===== config.mk =====
export PLATFORM = sky130hd
export DESIGN_NAME = mms_tlb
export DESIGN_NICKNAME = d
export VERILOG_FILES = /design/src/rtl/mms_tlb.sv
export SDC_FILE = /design/constraint.sdc
export NUM_CORES = 1
export LEC_CHECK = 0
export BUFFER_PORTS_ARGS = -buffer_cell sky130_fd_sc_hd__buf_2
export CORE_MARGIN = 2
export CORE_UTILIZATION = 65
export CTS_BUF_LIST = sky130_fd_sc_hd__clkbuf_4
export CTS_CLUSTER_DIAMETER = 40
export CTS_CLUSTER_SIZE = 14
export DETAILED_ROUTE_END_ITERATION = 6
export PLACE_DENSITY_LB_ADDON = 0.2
export SLEW_MARGIN = 20
export SYNTH_ARGS = -nofsm -noshare
export SYNTH_HDL_FRONTEND = slang
export SYNTH_SLANG_ARGS = --single-unit

===== constraint.sdc =====
create_clock -name clk -period 8.5 [get_ports clk]
set_input_delay 1.7 -clock clk [delete_from_list [all_inputs] [get_ports clk]]
set_output_delay 1.7 -clock clk [all_outputs]
set_load 0.02 [all_outputs]

===== src/rtl/mms_tlb.sv =====
`default_nettype none
// ============================================================================
//  Module      : mms_tlb
//  Description : Fully associative Sv32 TLB with ASID/global tagging,
//                4 MiB superpages, permission checks, selective flush and
//                first-invalid-then-round-robin refill placement.
//  Revision    : 1.0 - initial release
// ============================================================================
module mms_tlb #(
    parameter int ENTRIES = 8,
    parameter int ASID_WD = 9
) (
    input  logic               clk,
    input  logic               rst_n,
    input  logic               lkp_valid_i,
    input  logic [31:0]        lkp_vaddr_i,
    input  logic [ASID_WD-1:0] lkp_asid_i,
    input  logic [1:0]         lkp_acc_i,
    input  logic               lkp_priv_i,
    input  logic               sum_i,
    output logic               resp_valid_o,
    output logic               resp_hit_o,
    output logic               resp_fault_o,
    output logic [33:0]        resp_paddr_o,
    input  logic               refill_valid_i,
    input  logic [19:0]        refill_vpn_i,
    input  logic [ASID_WD-1:0] refill_asid_i,
    input  logic [31:0]        refill_pte_i,
    input  logic               refill_super_i,
    input  logic               flush_valid_i,
    input  logic               flush_vpn_en_i,
    input  logic [19:0]        flush_vpn_i,
    input  logic               flush_asid_en_i,
    input  logic [ASID_WD-1:0] flush_asid_i,
    output logic [31:0]        miss_cnt_o
);

    localparam int IDX_W = $clog2(ENTRIES);

    // Translation payload; the valid bits live separately so only they need reset.
    typedef struct packed {
        logic               super_pg;
        logic [19:0]        vpn;
        logic [ASID_WD-1:0] asid;
        logic [11:0]        ppn1;
        logic [9:0]         ppn0;
        logic               d;
        logic               a;
        logic               g;
        logic               u;
        logic               x;
        logic               w;
        logic               r;
    } entry_t;

    logic [ENTRIES-1:0] valid_q;
    entry_t             ent_q [ENTRIES];
    logic [IDX_W-1:0]   rr_q;

    logic [ENTRIES-1:0] lkp_match;
    entry_t             hit_ent;
    logic               lkp_hit;
    logic               lkp_fault;
    logic [33:0]        lkp_paddr;

    logic [ENTRIES-1:0] post_valid;
    logic               rf_ok;
    logic               rf_hit;
    logic [IDX_W-1:0]   rf_hit_idx;
    logic               rf_free;
    logic [IDX_W-1:0]   rf_free_idx;
    logic [IDX_W-1:0]   wr_idx;
    logic               use_rr;
    entry_t             new_ent;

    logic               is_fetch;
    logic               is_load;
    logic               is_store;

    // RSW bits carry no meaning for translation.
    logic               unused_rsw;
    assign unused_rsw = ^refill_pte_i[9:8];

    assign is_fetch = (lkp_acc_i == 2'b00);
    assign is_load  = (lkp_acc_i == 2'b01);
    assign is_store = lkp_acc_i[1];

    // Associative match and selection of the (single) matching entry.
    always_comb begin
        lkp_match = '0;
        hit_ent   = '0;
        for (int i = 0; i < ENTRIES; i++) begin
            lkp_match[i] = valid_q[i]
                        && ((ent_q[i].asid == lkp_asid_i) || ent_q[i].g)
                        && (ent_q[i].vpn[19:10] == lkp_vaddr_i[31:22])
                        && ((ent_q[i].vpn[9:0] == lkp_vaddr_i[21:12]) || ent_q[i].super_pg);
            if (lkp_match[i]) begin
                hit_ent = ent_q[i];
            end
        end
    end

    // Hit qualification, permission check and physical address formation.
    always_comb begin
        lkp_hit   = (|lkp_match) && !flush_valid_i;
        lkp_fault = (is_fetch && !hit_ent.x)
                 || (is_load  && !hit_ent.r)
                 || (is_store && !hit_ent.w)
                 || !hit_ent.a
                 || (is_store && !hit_ent.d)
                 || (!lkp_priv_i && !hit_ent.u)
                 || (lkp_priv_i && is_fetch && hit_ent.u)
                 || (lkp_priv_i && !is_fetch && hit_ent.u && !sum_i)
                 || (hit_ent.super_pg && (hit_ent.ppn0 != 10'd0));
        lkp_paddr = {hit_ent.ppn1,
                     hit_ent.super_pg ? lkp_vaddr_i[21:12] : hit_ent.ppn0,
                     lkp_vaddr_i[11:0]};
    end

    // Flush first, then pick the refill slot against the post-flush state.
    always_comb begin
        post_valid  = valid_q;
        rf_ok       = refill_valid_i && refill_pte_i[0] && !(refill_pte_i[2] && !refill_pte_i[1]);
        rf_hit      = 1'b0;
        rf_hit_idx  = '0;
        rf_free     = 1'b0;
        rf_free_idx = '0;
        use_rr      = 1'b0;
        wr_idx      = rr_q;
        for (int i = 0; i < ENTRIES; i++) begin
            if (flush_valid_i
                && (!flush_vpn_en_i
                    || (ent_q[i].super_pg ? (ent_q[i].vpn[19:10] == flush_vpn_i[19:10])
                                          : (ent_q[i].vpn == flush_vpn_i)))
                && (!flush_asid_en_i
                    || ((ent_q[i].asid == flush_asid_i) && !ent_q[i].g))) begin
                post_valid[i] = 1'b0;
            end
        end
        // Descending scan so the lowest index wins.
        for (int i = ENTRIES - 1; i >= 0; i--) begin
            if (post_valid[i]
                && (ent_q[i].vpn[19:10] == refill_vpn_i[19:10])
                && ((ent_q[i].vpn[9:0] == refill_vpn_i[9:0]) || ent_q[i].super_pg || refill_super_i)
                && ((ent_q[i].asid == refill_asid_i) || ent_q[i].g || refill_pte_i[5])) begin
                rf_hit     = 1'b1;
                rf_hit_idx = IDX_W'(i);
            end
            if (!post_valid[i]) begin
                rf_free     = 1'b1;
                rf_free_idx = IDX_W'(i);
            end
        end
        if (rf_hit) begin
            wr_idx = rf_hit_idx;
        end else if (rf_free) begin
            wr_idx = rf_free_idx;
        end else begin
            use_rr = 1'b1;
        end
    end

    assign new_ent = '{super_pg: refill_super_i,
                       vpn:      refill_vpn_i,
                       asid:     refill_asid_i,
                       ppn1:     refill_pte_i[31:20],
                       ppn0:     refill_pte_i[19:10],
                       d:        refill_pte_i[7],
                       a:        refill_pte_i[6],
                       g:        refill_pte_i[5],
                       u:        refill_pte_i[4],
                       x:        refill_pte_i[3],
                       w:        refill_pte_i[2],
                       r:        refill_pte_i[1]};

    // Valid bits and replacement pointer.
    always_ff @(posedge clk or negedge rst_n) begin
        if (!rst_n) begin
            valid_q <= '0;
            rr_q    <= '0;
        end else begin
            for (int i = 0; i < ENTRIES; i++) begin
                valid_q[i] <= post_valid[i] || (rf_ok && (wr_idx == IDX_W'(i)));
            end
            if (rf_ok && use_rr) begin
                rr_q <= rr_q + IDX_W'(1);
            end
        end
    end

    // Entry payload storage, written only on an accepted refill.
    always_ff @(posedge clk) begin
        for (int i = 0; i < ENTRIES; i++) begin
            if (rf_ok && (wr_idx == IDX_W'(i))) begin
                ent_q[i] <= new_ent;
            end
        end
    end

    // Registered response; data fields hold when no lookup is issued.
    always_ff @(posedge clk or negedge rst_n) begin
        if (!rst_n) begin
            resp_valid_o <= 1'b0;
            resp_hit_o   <= 1'b0;
            resp_fault_o <= 1'b0;
            resp_paddr_o <= '0;
        end else begin
            resp_valid_o <= lkp_valid_i;
            if (lkp_valid_i) begin
                resp_hit_o   <= lkp_hit;
                resp_fault_o <= lkp_hit && lkp_fault;
                resp_paddr_o <= lkp_hit ? lkp_paddr : 34'd0;
            end
        end
    end

    // Saturating miss counter, updated alongside the response.
    always_ff @(posedge clk or negedge rst_n) begin
        if (!rst_n) begin
            miss_cnt_o <= '0;
        end else if (lkp_valid_i && !lkp_hit && (miss_cnt_o != 32'hFFFF_FFFF)) begin
            miss_cnt_o <= miss_cnt_o + 32'd1;
        end
    end

endmodule
`default_nettype wire


# ---- Word-level counts from Yosys, hierarchy flattened
# Memories as Yosys holds them, arrays and structs flattened.
# Cells that the tools add are included.
dict set report word_totals {
  n_memories 1
  rom_bits 0
  latch_bits 0
  input_bits 143
  elab_cells 403
  ram_bits 472
  regBits 80
  out_inout_bits 69
}
dict set report classes {
  muxes 99
  multipliers 0
  shifts 0
  bitwise 0
  n_div 0
  eq_ne 81
  n_reduce_logical 213
  magnitude_cmp 0
  add_sub_neg 2
}
# memory depth width rd rd_ports_with_merged_regs write_ports line_no
set mem_list {}
lappend mem_list {ent_q 8 59 8 0 1 57} ;# entry_t ent_q [ENTRIES];
# cell count
set op_table {}
lappend op_table {{2-to-1 mux 59 bit} 15}
lappend op_table {{OR reduction 59 bit} 7}
lappend op_table {{equality test 10 bit} 40}
lappend op_table {{equality test 9 bit} 24}
lappend op_table {{equality test 20 bit} 8}
lappend op_table {{logical AND 1 bit} 99}
lappend op_table {{logical OR 1 bit} 80}
lappend op_table {{2-to-1 mux 3 bit} 25}
lappend op_table {{2-to-1 mux 1 bit} 57}
lappend op_table {{2-to-1 mux 34 bit} 1}
lappend op_table {{adder 32 x 1 -> 32 bit (second input constant)} 1}
lappend op_table {{!= test 32 bit (second input constant)} 1}
lappend op_table {{logical NOT 1 bit} 23}
lappend op_table {{equality test 3 bit (second input constant)} 4}
lappend op_table {{2-to-1 mux 10 bit} 1}
lappend op_table {{nonzero test 10 bit} 1}
lappend op_table {{OR reduction 8 bit} 1}
lappend op_table {{equality test 3 x 2 -> 1 bit (second input constant)} 2}
lappend op_table {{adder 3 x 1 -> 3 bit (second input constant)} 1}
lappend op_table {{equality test 3 x 1 -> 1 bit (second input constant)} 1}
lappend op_table {{logical NOT 3 bit} 1}
lappend op_table {{equality test 2 x 1 -> 1 bit (second input constant)} 1}
lappend op_table {{logical NOT 2 bit} 1}

# ---- Logic depth before layout (Yosys ltp)
# Gate-level depths: netlist (run 1).
dict set report depth {
  word_depth 30
  mapped_depth 14
  depth_no_buf 10
}

# ---- Least setup slack after synthesis (run 1)
# OpenSTA, ideal clock, no wires.
dict set report synth_path {
  path_kind {input -> register}
  start {input port refill_vpn_i[13]}
  end {memory ent_q[0][118] in the netlist's numbering, enable pin}
  required_time_ns 8.024
  setup_ns 0.476
  t_arrival_ns 6.390
  cell_stages 12
  slack_ns 1.634
  n_path_buf 2
  cell_sequence {clkbuf_1 -> xnor2_1 -> nand4_1 -> nor4_1 -> o311ai_0 -> a311oi_1 -> o22ai_1 -> a211oi_1 -> o22a_1 -> buf_2 -> inv_1 -> nor2_1}
}
dict set report synth_between {
  elab_chain_cells 25
  word_cells_on_any_way 102
  classes_between {15 x eq/ne; 47 x mux; 40 x reduce/logical}
}
# item line_no
set synth_rtl {}
lappend synth_rtl {{start, declared} 26} ;# input logic [19:0] refill_vpn_i,
lappend synth_rtl {{equality test 10 bit} 143} ;# && (ent_q[i].vpn[19:10] == refill_vpn_i[19:10])
lappend synth_rtl {{logical AND 1 bit} 143}
lappend synth_rtl {{logical AND 1 bit} 144} ;# && ((ent_q[i].vpn[9:0] == refill_vpn_i[9:0]) || ent_q[i].super_pg || refill_super_i)
lappend synth_rtl {{logical AND 1 bit} 145} ;# && ((ent_q[i].asid == refill_asid_i) || ent_q[i].g || refill_pte_i[5])) begin
lappend synth_rtl {{2-to-1 mux 3 bit or 2-to-1 mux 1 bit (tied branches) (8 in series)} 142} ;# if (post_valid[i]
lappend synth_rtl {{2-to-1 mux 3 bit *} 154} ;# if (rf_hit) begin
lappend synth_rtl {{equality test 3 x 1 -> 1 bit} 194} ;# if (rf_ok && (wr_idx == IDX_W'(i))) begin
lappend synth_rtl {{logical AND 1 bit} 194}
lappend synth_rtl {{2-to-1 mux 1 bit} 194}
lappend synth_rtl {{2-to-1 mux 1 bit (not written as such)} 195} ;# ent_q[i] <= new_ent;
lappend synth_rtl {{OR reduction 59 bit (no line)} n/a}
lappend synth_rtl {{2-to-1 mux 3 bit (no line) or 2-to-1 mux 1 bit (tied branches) (7 in series)} n/a}
lappend synth_rtl {{end, declared} 57}
# Every way passes the cells marked *; elsewhere a longest branch is shown, timed or not.

# ---- Final worst setup path (run 1)
dict set report layout_path {
  start {input port refill_vpn_i[13]}
  end {memory ent_q[1][52] in the netlist's numbering, enable pin}
}
# Same word-level chain as after synthesis.

==> results of run 1 <==
## cell families after synthesis
family	Yosys count
and+or+nand+nor	545
AOI/OAI and AO/OA	300
DFF	552
buffers and inverters	174
xor gates and xnor gates	729
muxes	29
adders and majority gates	2
## sequential cells by signal, summed over array words and instances, names as in the netlist
signal,flops
resp_fault_o,1
resp_paddr_o,34
ent_q,472
valid_q,8
rr_q,3
miss_cnt_o,32
resp_valid_o,1
resp_hit_o,1
## worst max path at each step
stage	end	slack, ns
global placement	ent_q[0][151]	1.84
detailed placement	ent_q[1][20]	1.71
global route	ent_q[1][52]	2.40
floorplan	ent_q[0][118]	1.63
CTS	ent_q[0][129]	2.63
finish	ent_q[1][52]	2.45
## area by class of cell
type | count | share of cell area
multi-input combinational | 1605 | 0.380
tap | 592 | 0.0234
clock inverter | 61 | 0.0199
inverter | 43 | 0.00511
antenna | 9 | 0.000713
timing repair buffer | 232 | 0.0396
sequential | 552 | 0.512
clock buffer | 83 | 0.0197
## cell usage after synthesis (13+ instances only)
| library cell | instances |
|---|---|
| nor3_1 | 36 |
| nor4_1 | 94 |
| buf_4 | 24 |
| clkbuf_1 | 33 |
| a41oi_1 | 14 |
| nand4_1 | 88 |
| o21ai_0 | 78 |
| inv_1 | 41 |
| nand2_1 | 84 |
| nand3_1 | 73 |
| mux2i_1 | 19 |
| dfrtp_1 | 80 |
| buf_2 | 63 |
| a21oi_1 | 51 |
| and3_1 | 22 |
| xnor2_1 | 322 |
| nor2_1 | 70 |
| edfxtp_1 | 472 |
| xor2_1 | 407 |
| nor2b_1 | 13 |
## per-layer routing
metal | share of wire | vias up | GRT usage | wire, um
met5 | 0.00048 | - | 0 | 40
met1 | 0.39 | 10100 | 0.495 | 32500
met4 | 0.047 | 6 | 0.159 | 3950
met3 | 0.11 | 291 | 0.0820 | 9450
met2 | 0.45 | 1331 | 0.555 | 37900
li1 | - | 8936 | - | -
## metrics by stage
step                hold slack, ns  utilization  instance area [sq um]  power (W)  setup slack (ns)
global placement             0.453        0.687                  30300    0.00380              1.84
CTS                          0.489        0.715                  31600    0.00565              2.63
global route                 0.505        0.716                  31600    0.00582              2.40
finish                       0.485        0.716                  31600    0.00565              2.45
detailed placement           0.454        0.687                  30300    0.00382              1.71
floorplan                    0.437            -                  29000    0.00358              1.63
## report_power, final
part,internal (W),switching (W)
Sequential,0.00305,0.0000786
Combinational,0.000214,0.000435
Clock,0.000791,0.00108
Total,0.00405,0.00159
## critical path: cells and delay by family
kind	cells	cell delay [ns]
AOI/OAI and AO/OA	3	1.52
and+or+nand+nor	5	1.56
buffers and inverters	3	1.53
xor gates and xnor gates	1	0.18
==> results.py, run 1 <==
metrics = {
    "synth": {
        "synth_edf_count": 472,
        "synth_area_sq_mm": 0.0290,
        "synth.area.top_cells": "edfxtp_1 (49%), xor2_1 (12%), xnor2_1 (9.7%)",
        "synth_ff_type": "edfxtp_1",
        "yosysUniqueCellTypes": 97,
        "synth_seq_cells": 552,
        "ys_warn_count": 0,
        "synthMuxAreaShare": 0.0106,
        "synth_compound_area_frac": 0.0746,
        "ys_seq_area_frac": 0.558,
        "yosys.area_share.adder": 0.000864,
        "syn_avg_cell_area_sq_um": 12.4,
        "synth_top_cell_by_area": "edfxtp_1",
        "synth_top_family_by_area": "XOR/XNOR gates",
        "yosys.area_share.simple": 0.105,
        "async_flop_share": 0.145,
        "synth_xor_area_frac": 0.220,
        "synth_fp_nets": 2476,
        "syn_inst": 2331,
        "synth_top_area_share": 0.489,
    },
    "critical_path": {
        "crit_path_max_fanout": 49,
        "slowest_stage": "nor4_1",
        "worstPathRequired_ns": 9.00,
        "rrSetupSlack_ns": 3.20,
        "r2r-start": "ent_q[1][115]",
        "path_class": "input pin to register",
        "cp_cell_sequence": "buf_2 -> xnor2_1 -> nand4_1 -> nor4_1 -> o311ai_0 -> a311oi_1 -> nor4_4 -> nand3_1 -> o22a_1 -> inv_1 -> nor2_4 -> buf_4",
        "rr_worst_depth": 11,
        "start_kind": "input pin",
        "cp.arrival_ns": 6.55,
        "crit_path_start": "refill_vpn_i[13]",
        "timing.rr.end": "ent_q[1][52]",
        "crit_path_end_kind": "register",
        "max_stage_delay_ns": 0.85,
    },
    "grt": {
        "grt_pass1_wl_um": 124000,
        "first_global_vias": 20400,
        "grt_use_total": 0.361,
        "gr-total-overflow": 0,
        "antenna_found_initial": 9,
        "grt_max_degree": 81,
    },
    "run": {
        "drv_cap": 0,
    },
    "final_layout": {
        "final_common_cell": "edfxtp_1",
        "seq_area_sq_mm": 0.0162,
        "fin_nets": 2657,
        "syn2layout_area_growth_pct": 9.08,
        "n_fill_cell": 3104,
        "layout_common_cells": "edfxtp_1 (472), xor2_1 (407), xnor2_1 (322)",
        "multiInputGateArea_sq_mm": 0.0120,
        "layout-drive-gt1-share": 0.165,
        "instances_no_fill": 3177,
    },
    "die": {
        "die_x_um": 215,
        "rows": 77,
        "core_area_sq_mm": 0.0441,
        "dieArea_sq_mm": 0.0463,
        "start_util": 0.656,
        "io-pin-count": 212,
        "die_h_um": 215,
    },
    "route": {
        "drc": 0,
        "firstDrtPassIters": 6,
        "first_iter_violations": 2538,
        "ant_nets": 0,
        "vias": 20700,
        "vias_per_cell": 6.50,
        "wl_per_cell_um": 26.4,
        "drt-total-wl_um": 83800,
    },
    "place": {
        "place_inst": 3024,
        "io_buffers": 209,
        "post-dp-hpwl_um": 55300,
        "place_congestion": 0.946,
    },
    "timing": {
        "setup_violations": 0,
        "tightest_slew_ns": 1.17,
        "rsz0062_at_grt": "false",
        "fin_setup_tns_ns": 0,
        "slew_headroom": 0.219,
        "fin_crit_ns": 6.05,
        "fmax_ghz": 0.165,
        "finalMaxSlewViolations": 0,
        "finalClockSkew_ns": 0.0734,
        "hold_violations": 0,
        "finalCritPeriodShare": 0.712,
    },
    "min_path": {
        "holdCritStartpoint": "ent_q[1][77]",
        "hold_end": "resp_paddr_o[23]",
        "hold_path.class": "register to register",
        "holdPathStages": 2,
    },
    "clock_tree": {
        "clkTransAtPathRegs_ns": 0.13,
        "h-tree-depth": 3,
        "clockBufferDepth": 3,
        "cts_sinks": 552,
        "hold_buffers": 0,
        "cts_tree": "yes",
        "cts_setup_buffers": 0,
        "cts_resized": 0,
        "root_buffer": "clkbuf_4",
        "clk_latency_ns": 0.91,
        "numCtsBuffers": 78,
    },
    "outcome": {
        "outcome": "finished clean",
    },
    "power_and_ir_drop": {
        "powerDensity_mw_per_mm2": 179,
        "p_leak_nw": 11.2,
        "ir_drop_mv": 0.149,
    },
}
No activity file was read; power rests on OpenSTA's default activity.
==> run 2, diff against run 1 <==
--- a/config.mk
+++ b/config.mk
@@ -7,7 +7,7 @@
 export LEC_CHECK = 0
 export BUFFER_PORTS_ARGS = -buffer_cell sky130_fd_sc_hd__buf_2
 export CORE_MARGIN = 2
-export CORE_UTILIZATION = 65
+export CORE_UTILIZATION = 57
 export CTS_BUF_LIST = sky130_fd_sc_hd__clkbuf_4
 export CTS_CLUSTER_DIAMETER = 40
 export CTS_CLUSTER_SIZE = 14
==> constraint.sdc (replaced) <==
create_clock -name clk -period 5.4 [get_ports clk]
set_input_delay 1.08 -clock clk [delete_from_list [all_inputs] [get_ports clk]]
set_output_delay 1.08 -clock clk [all_outputs]
set_load 0.02 [all_outputs]
==> results.py, run 2 (synthesis results as in run 1) <==
metrics = {
    "outcome": {
        "outcome": "finished clean",
    },
    "route": {
        "drt-total-wl_um": 86300,
        "wl_per_cell_um": 26.1,
        "vias_per_cell": 6.23,
        "first_iter_violations": 2180,
        "drc": 0,
        "vias": 20600,
        "ant_nets": 0,
        "firstDrtPassIters": 6,
    },
    "critical_path": {
        "crit_path_max_fanout": 15,
        "crit_path_start": "ent_q[0][151]",
        "rr_worst_depth": 10,
        "r2r-start": "ent_q[0][151]",
        "crit_path_end_kind": "register",
        "timing.rr.end": "resp_fault_o",
        "cp.arrival_ns": 5.00,
        "rrSetupSlack_ns": 1.23,
        "path_class": "register to register",
        "worstPathRequired_ns": 6.23,
        "timing.critical_path.to": "resp_fault_o",
        "start_kind": "register",
    },
    "grt": {
        "first_global_vias": 20600,
        "gr-total-overflow": 0,
        "grt_pass1_wl_um": 128000,
        "antenna_found_initial": 10,
        "grt_use_total": 0.326,
        "grt_max_degree": 81,
    },
    "final_layout": {
        "fin_nets": 2707,
        "largest_reg_flops": 472,
        "layout_common_cells": "edfxtp_1 (472), xor2_1 (407), xnor2_1 (322)",
        "postLayoutCellArea_sq_mm": 0.0323,
        "instances_no_fill": 3305,
        "layout-drive-gt1-share": 0.180,
        "reg_top3": "ent_q x472, resp_paddr_o x34, miss_cnt_o x32",
        "syn2layout_area_growth_pct": 11.4,
        "regMostFlops": "ent_q",
        "final_core_util": 0.643,
        "final_common_cell": "edfxtp_1",
    },
    "die": {
        "die_h_um": 229,
        "rows": 82,
        "core_area_sq_mm": 0.0502,
        "start_util": 0.577,
        "die_x_um": 229,
        "dieArea_sq_mm": 0.0526,
        "io-pin-count": 212,
    },
    "timing": {
        "fmax_ghz": 0.240,
        "fin_ws_ns": 1.23,
        "slew_headroom": 0.418,
        "finalClockSkew_ns": 0.0604,
        "fin_crit_ns": 4.17,
        "tightest_slew_ns": 0.861,
        "finalMaxSlewViolations": 0,
        "finalCritPeriodShare": 0.772,
        "setup_violations": 0,
        "rsz0062_at_grt": "false",
        "hold_violations": 0,
    },
    "clock_tree": {
        "numCtsBuffers": 80,
        "h-tree-depth": 3,
        "cts_resized": 0,
        "hold_buffers": 0,
        "cts_tree": "yes",
        "clockBufferDepth": 3,
        "cts_setup_buffers": 0,
        "root_buffer": "clkbuf_4",
        "clkTransAtPathRegs_ns": 0.12,
        "clk_latency_ns": 0.91,
        "cts_sinks": 552,
    },
    "power_and_ir_drop": {
        "switchingPower_w": 0.00251,
        "clkPwrFrac": 0.351,
        "p_comb_frac": 0.114,
        "seqPwrFrac": 0.534,
        "switching_share": 0.273,
        "ir_drop_mv": 0.252,
        "internal_power_w": 0.00670,
        "total_power_w": 0.00922,
        "p_leak_nw": 11.5,
        "powerDensity_mw_per_mm2": 286,
    },
    "place": {
        "io_buffers": 209,
        "place_inst": 3152,
        "place_congestion": 0.983,
        "dp_slack_ns": 0.436,
        "post-dp-hpwl_um": 57900,
        "dpl_cell_area_sq_mm": 0.0309,
    },
    "min_path": {
        "hold_path.class": "input pin to async pin",
    },
    "run": {
        "drv_cap": 0,
    },
}
## run 2: area by class of cell
| cell class | count | area, sq um |
|---|---|---|
| sequential | 552 | 16200 |
| clock inverter | 59 | 733 |
| antenna | 6 | 15.0 |
| fill | 3809 | 17900 |
| clock buffer | 88 | 661 |
| multi-input combinational | 1605 | 12000 |
| inverter | 43 | 161 |
| timing repair buffer | 280 | 1690 |
| tap | 672 | 841 |
## run 2: worst max-delay path, cell delays in order (launching register included)
cell	delay, ns
edfxtp_1	0.47
xor2_1	0.18
nor4_1	0.46
a31oi_1	0.33
or3_1	0.75
o311ai_0	0.25
a221oi_1	0.13
o311ai_0	0.75
nor3_1	0.12
a41oi_1	0.46
o21a_1	0.20
## run 2: per-layer routing
layer / vias to the layer above / wire length, um / GRT usage
li1: 9039 / - / -
met1: 10200 / 34900 / 0.446
met4: 10 / 3360 / 0.130
met3: 233 / 7970 / 0.0604
met2: 1068 / 40000 / 0.517
met5: - / 62 / 0
## run 2: power by group through the flow
stage | Sequential [W] | Combinational (W) | Clock (W)
after CTS | 0.00492 | 0.00104 | 0.00329
after detailed placement | 0.00502 | 0.00103 | 0
after floorplan | 0.00503 | 0.000610 | 0
after global placement | 0.00501 | 0.00102 | 0
after global routing | 0.00494 | 0.00112 | 0.00345
final | 0.00493 | 0.00105 | 0.00324
## run 2: worst min-delay path by stage
stage                   start  cells past startpoint  slack (ns)          endpoint
2_1_floorplan    ent_q[1][76]                      2        0.44  resp_paddr_o[22]
3_5_place_dp     ent_q[1][77]                      2        0.45  resp_paddr_o[23]
4_1_cts        lkp_vaddr_i[6]                      3        0.35   resp_paddr_o[6]
6_report                rst_n                      1        0.26    miss_cnt_o[16]
5_1_grt                 rst_n                      1        0.28      resp_valid_o
3_3_place_gp     ent_q[1][81]                      2        0.45  resp_paddr_o[27]
## run 2: per-stage QoR
step | hold slack, ns | TNS, ns
2_1_floorplan | 0.437 | -348.11
3_3_place_gp | 0.452 | 0
3_5_place_dp | 0.450 | 0
4_1_cts | 0.354 | 0
5_1_grt | 0.275 | 0
6_report | 0.262 | 0
